[config.mk]
export PLATFORM = sky130hd
export DESIGN_NAME = shift_add_multiplier
export DESIGN_NICKNAME = d
export VERILOG_FILES = /design/src/rtl/lab_pkg.sv /design/src/rtl/shift_add_multiplier_datapath.sv /design/src/rtl/shift_add_multiplier.sv
export SDC_FILE = /design/constraint.sdc
export NUM_CORES = 1
export LEC_CHECK = 0
export CORE_ASPECT_RATIO = 0.7
export CORE_MARGIN = 2
export CORE_UTILIZATION = 57
export DETAILED_ROUTE_END_ITERATION = 8
export PLACE_DENSITY_LB_ADDON = 0.08
export SETUP_SLACK_MARGIN = 0.5
export SYNTH_ARGS = -nofsm -noshare
export SYNTH_HDL_FRONTEND = slang
export SYNTH_SLANG_ARGS = --single-unit
[constraint.sdc]
create_clock -name clk -period 2.8 [get_ports clk]
set_input_delay 0.42 -clock clk [delete_from_list [all_inputs] [get_ports clk]]
set_output_delay 0.42 -clock clk [all_outputs]
set_load 0.005 [all_outputs]
[src/rtl/lab_pkg.sv]
// Shared definitions for the shift-and-add multiplier.
//   state_t : FSM state encodings (IDLE / RUN / DONE)
//   cnt_w() : width of the iteration counter for an N-bit operand
package lab_pkg;

  typedef enum logic [1:0] {
    ST_IDLE = 2'd0,
    ST_RUN  = 2'd1,
    ST_DONE = 2'd2
  } state_t;

  // Counter must hold 0..N-1. Kept at least 1 bit wide so a 1-bit build still
  // has a real register.
  function automatic int cnt_w(input int n);
    return (n < 2) ? 1 : $clog2(n);
  endfunction

endpackage

[src/rtl/shift_add_multiplier_datapath.sv]
// mult_datapath: accumulator, shifting multiplicand and shifting multiplier.
// Ports:
//   clk, rst_n        clock, async active-low reset
//   load              capture a (zero-extended) / b, clear the accumulator
//   step              one add-and-shift iteration
//   a, b              N-bit operands
//   acc_next          accumulator value after the current step
//   mplier_zero_next  multiplier is zero once the current step has shifted it
module mult_datapath #(
  parameter int N = 8
) (
  input  logic           clk,
  input  logic           rst_n,
  input  logic           load,
  input  logic           step,
  input  logic [N-1:0]   a,
  input  logic [N-1:0]   b,
  output logic [2*N-1:0] acc_next,
  output logic           mplier_zero_next
);

  logic [2*N-1:0] acc;
  logic [2*N-1:0] mcand;
  logic [N-1:0]   mplier;

  // Partial sums never exceed (2^N-1)^2, so the 2N-bit add cannot carry out.
  assign acc_next         = mplier[0] ? acc + mcand : acc;
  assign mplier_zero_next = (mplier >> 1) == '0;

  always_ff @(posedge clk or negedge rst_n) begin
    if (!rst_n) begin
      acc    <= '0;
      mcand  <= '0;
      mplier <= '0;
    end else if (load) begin
      acc    <= '0;
      mcand  <= {{N{1'b0}}, a};
      mplier <= b;
    end else if (step) begin
      acc    <= acc_next;
      mcand  <= mcand << 1;
      mplier <= mplier >> 1;
    end
  end

endmodule

[src/rtl/shift_add_multiplier.sv]
// shift_add_multiplier: sequential unsigned multiplier, one add-and-shift per
// clock, start/busy/done handshake, registered 2N-bit product.
// Ports:
//   clk, rst_n  clock, async active-low reset
//   start       request, sampled only in IDLE
//   a, b        operands, captured on the accepting edge
//   busy        high while iterating
//   done        one-cycle pulse when a new product is available
//   product     result, held until the next completion
// Build option: MULT_EARLY_EXIT_EN -- leave RUN as soon as the remaining
// multiplier bits are all zero (product unchanged, latency shortened).
module shift_add_multiplier
  import lab_pkg::*;
#(
  parameter int N = 8
) (
  input  logic           clk,
  input  logic           rst_n,
  input  logic           start,
  input  logic [N-1:0]   a,
  input  logic [N-1:0]   b,
  output logic           busy,
  output logic           done,
  output logic [2*N-1:0] product
);

  localparam int CW = cnt_w(N);
  localparam logic [CW-1:0] LAST = CW'(N - 1);
`ifdef MULT_EARLY_EXIT_EN
  localparam bit EARLY_EXIT = 1'b1;
`else
  localparam bit EARLY_EXIT = 1'b0;
`endif

  state_t         state, state_d;
  logic [CW-1:0]  count;
  logic           load, step, run_exit;
  logic [2*N-1:0] acc_next;
  logic           mplier_zero_next;

  mult_datapath #(.N(N)) u_dp (
    .clk              (clk),
    .rst_n            (rst_n),
    .load             (load),
    .step             (step),
    .a                (a),
    .b                (b),
    .acc_next         (acc_next),
    .mplier_zero_next (mplier_zero_next)
  );

  // Exit on the last counted iteration, or early once no multiplier bits
  // remain to contribute (only when the option is built in).
  assign run_exit = (count == LAST) || (EARLY_EXIT && mplier_zero_next);

  always_comb begin
    state_d = state;
    load    = 1'b0;
    step    = 1'b0;
    case (state)
      ST_IDLE: if (start) begin
        load    = 1'b1;
        state_d = ST_RUN;
      end
      ST_RUN: begin
        step = 1'b1;
        if (run_exit) state_d = ST_DONE;
      end
      ST_DONE: state_d = ST_IDLE;
      default: state_d = ST_IDLE;
    endcase
  end

  always_ff @(posedge clk or negedge rst_n) begin
    if (!rst_n) begin
      state   <= ST_IDLE;
      count   <= '0;
      product <= '0;
    end else begin
      state <= state_d;
      if (load)      count <= '0;
      else if (step) count <= count + 1'b1;
      if (step && run_exit) product <= acc_next;
    end
  end

  assign busy = (state == ST_RUN);
  assign done = (state == ST_DONE);

endmodule

==> metrics.md <==
| Metric | Value |
|---|---|
| Status | `finished, final reports clean` |
| Pleak | `1.84 nW` |
| GRT Util Overall | `roughly a quarter` |
| Initial drt markers | `231` |
| H-tree Lvls | `3` |
| # placed instances | `about 450` |
| Setup Skew | `0.0127 ns` |
| Vias in the first global route | `between 2000 and 3000` |
| Comb power frac | `between 40 and 50%` |
| Wire per inst | `about 18 um` |
| Worst skew pair latency | `0.34 ns` |
| Sw Ratio | `about two fifths` |
| Crit path launch type | `flop` |
| Post-synth top flop | `dfrtp_1` |
| Clock buffer depth | `2` |
| Clk pwr share | `17.7%` |
| # IOs | `37` |
| Psw | `between 0.0015 and 0.002 W` |
| Antenna diodes | `0` |
| FF-to-FF End | `u_dp.acc[15]` |
| Max_cap viols | `0` |
| Seq. cell area | `1530 um2` |
| R2R cell count | `7` |
| Setup TNS | `0 ns` |
| First-pass GRT wire length | `13.5 mm` |
| Syn nets | `between 300 and 400` |
| Clk sink count | `approximately 60` |
| Critical Path RT | `around 3 ns` |
| Worst path slowest cell | `dfrtp_2` |
| Residual DRC count | `0` |
| Yosys cell types | `49` |
| Root Buffer | `clkbuf_8` |
| Post-CTS Hold Buffers | `0` |
| Tightest Pin Transition | `roughly 0.71 ns` |
| TritonCTS Buffers | `9` |
| # setup viols final | `0` |
| Period utilization | `around 80%` |
| Remaining Overflow, GRT | `0` |
| Worst-path cell chain | `ha_1, a21oi_4, o211ai_4, a31oi_4, a21oi_2, or3_1, a221o_1` |
| Final ANT Viol Nets | `0` |
| Multi-input gate area | `between 1500 and 2000 um2` |
| Max Freq | `about 0.45 GHz` |
| Minimum clock period | `approximately 2.2 ns` |
| Top fanout value on the critical path | `5` |
| Largest net degree at the start of global routing | `34` |
| IO buf count | `36` |
| VDD IR max | `0.739 mV` |
| Register-to-Register Setup Slack | `~0.57 ns` |
| Syn Inst Count | `about 350` |
| R2r startpoint | `u_dp.mcand[1]` |
| Via count | `2890` |
| Via/cell ratio | `roughly 6` |
| Setup CP Type | `flop to flop` |
| Antenna violations before repair | `0` |
| Internal | `between 0.002 and 0.003 W` |
| Total Power | `about 0.0044 W` |
| CTS tree | `done` |
| Netlist Area Pre-Place | `between 3000 and 4000 um2` |
| Min Hold Slack | `roughly 0.11 ns` |
| Fill cells | `422` |
| Num rows | `23` |
| Avg Cell Area, Syn | `9.76 um2` |
| Std-Cell Core Area | `between 5000 and 6000 um2` |
| CP endpoint kind | `flop` |
| Hold Crit Class | `input port to asynchronous set/reset pin` |
| DPL Wire Length | `about 5.7 mm` |
| GPL Wtd Cong | `between 0.9 and 1` |
| DRT Wirelength | `approximately 8.3 mm` |
| Area delta synth->final | `22.5%` |
| CP arrival | `roughly 2.5 ns` |
| Async S/R FF share, synth | `100%` |
| Power per Cell Area | `between 1000 and 1500 nW/um2` |
| Die X | `~97 um` |
| Synth Register Bits | `61` |
| Starting density of the core | `59.5%` |
| Register area share after synthesis | `between 40 and 50%` |
| Die ar. | `6660 um2` |
| Die height | `between 60 and 70 um` |
| Share of post-route cells with drive strength above 1 | `12.9%` |
| Clock-pin slew on the worst setup and hold paths | `0.07 ns` |
| Final nets | `approximately 430` |
| Synth warn | `0` |
| RSZ-0062 raised after global routing | `no` |
| Post-synth EDFFs | `0` |
| Final Slew Violations | `0` |
| Pre-Repair DR Iteration Count | `5` |
| Final non-filler cell total | `470` |
| Worst slew margin | `a little over half` |
| Power share of the sequential group | `between 30% and 40%` |
| Final hold vios | `0` |
| Max stage delay on crit path | `approximately 0.45 ns` |
-- metal layers --
layer,up-vias,wire [um],track usage (%)
met5,-,0,0
met4,0,106,7.92
met3,13,688,6.96
met2,125,3430,39.4
met1,1388,4100,38.0
li1,1364,-,-
-- synthesized netlist by cell type, types with 3 or more instances --
| cell type | count | area [um2] |
|---|---|---|
| buf_1 | 4 | 15.0 |
| clkbuf_1 | 11 | 41.3 |
| nor3_1 | 7 | 35.0 |
| and3_1 | 11 | 68.8 |
| nand3b_1 | 3 | 22.5 |
| nand2_1 | 35 | 131 |
| o21ai_0 | 38 | 190 |
| ha_1 | 17 | 213 |
| xor2_1 | 3 | 26.3 |
| o21ai_1 | 3 | 15.0 |
| mux2i_1 | 10 | 100 |
| a22o_1 | 18 | 158 |
| nor2_1 | 10 | 37.5 |
| dfrtp_1 | 61 | 1530 |
| a22oi_1 | 13 | 97.6 |
| nor2b_1 | 18 | 113 |
| inv_1 | 7 | 26.3 |
| a21oi_1 | 34 | 170 |
| xnor2_1 | 10 | 87.6 |
-- per-stage QoR --
stage | setup slack [ns] | instance area [um2] | utilization (%)
final | 0.573 | 4200 | 72.9
after global routing | 0.490 | 4200 | 72.9
after CTS | 0.476 | 4080 | 70.8
after detailed placement | 0.500 | 3880 | 67.4
after global placement | 0.592 | 3880 | 67.4
after floorplan | 0.659 | 3430 | -
-- cell usage in the layout, fill, tap and decap left out, drive strengths merged, types with 3 or more instances in the layout --
cell type	instances
nor2	10
ha	17
a21o	3
a21oi	36
a22oi	13
clkinv	5
nor2b	18
buf	11
inv	7
nand3b	3
a22o	18
xnor2	10
o21ai	41
clkdlybuf4s50	35
mux2i	10
dfrtp	61
nand2	35
nand3	3
and3	12
nor3	7
o21bai	3
clkbuf	11
xor2	3
-- worst max-delay path by stage --
stage	start	to	slack [ns]
CTS	u_dp.mcand[0]	product[8]	0.48
floorplan	u_dp.mcand[4]	u_dp.acc[15]	0.66
finish	u_dp.mcand[1]	u_dp.acc[15]	0.57
detailed placement	u_dp.mcand[4]	u_dp.acc[15]	0.50
global route	u_dp.acc[4]	u_dp.acc[15]	0.49
global placement	u_dp.mcand[1]	u_dp.acc[15]	0.59
-- worst max-delay path: cells and delay by family (launching register included) --
kind,cells,cell delay [ns]
DFF,1,0.45
and+or+nand+nor,1,0.35
AOI/OAI and AO/OA,5,0.96
adders and majority gates,1,0.35
-- flip-flops by register name (all words and copies together), names as in the netlist --
signal       count
count            3
product         16
state            2
u_dp.acc        16
u_dp.mcand      16
u_dp.mplier      8
-- cells by family (layout without fill, tap and decap cells) --
| kind of cell | count (synthesis) | after routing | share of synthesized area (%) |
|---|---|---|---|
| buffers and inverters | 26 | 70 | 3.14 |
| multiplexers | 10 | 10 | 2.92 |
| adder cells (fa/ha/maj) | 18 | 18 | 6.79 |
| AND/OR/NAND/NOR | 93 | 93 | 14.0 |
| XOR/XNOR | 13 | 13 | 3.32 |
| flip-flops | 61 | 61 | 44.6 |
| AO/OA/AOI/OAI | 130 | 130 | 25.2 |
-- layout make-up --
class                           count  share of cell area, %
Inverter                            8                  0.746
Multi-Input combinational cell    264                   45.5
Timing Repair Buffer               46                   10.6
Sequential cell                    61                   36.4
Clock inverter                      5                   1.19
Clock buffer                       11                   3.37
Tap cell                           75                   2.24
-- power by group through the flow --
stage / clock network [W] / registers (W) / logic (W)
floorplan: 0 / 0.00143 / 0.00135
global placement: 0 / 0.00149 / 0.00189
detailed placement: 0 / 0.00150 / 0.00195
CTS: 0.000782 / 0.00149 / 0.00196
global route: 0.000831 / 0.00158 / 0.00232
finish: 0.000783 / 0.00154 / 0.00209
-- repair_timing --
| action | 4_1_cts | 5_1_grt |
|---|---|---|
| gates resized for setup | 1 | 22 |
| endpoints found under the setup margin | 1 | 15 |
| pin swaps | 1 | 3 |
| buffers inserted | 0 | 1 |
No activity file was read; power rests on OpenSTA's default activity.
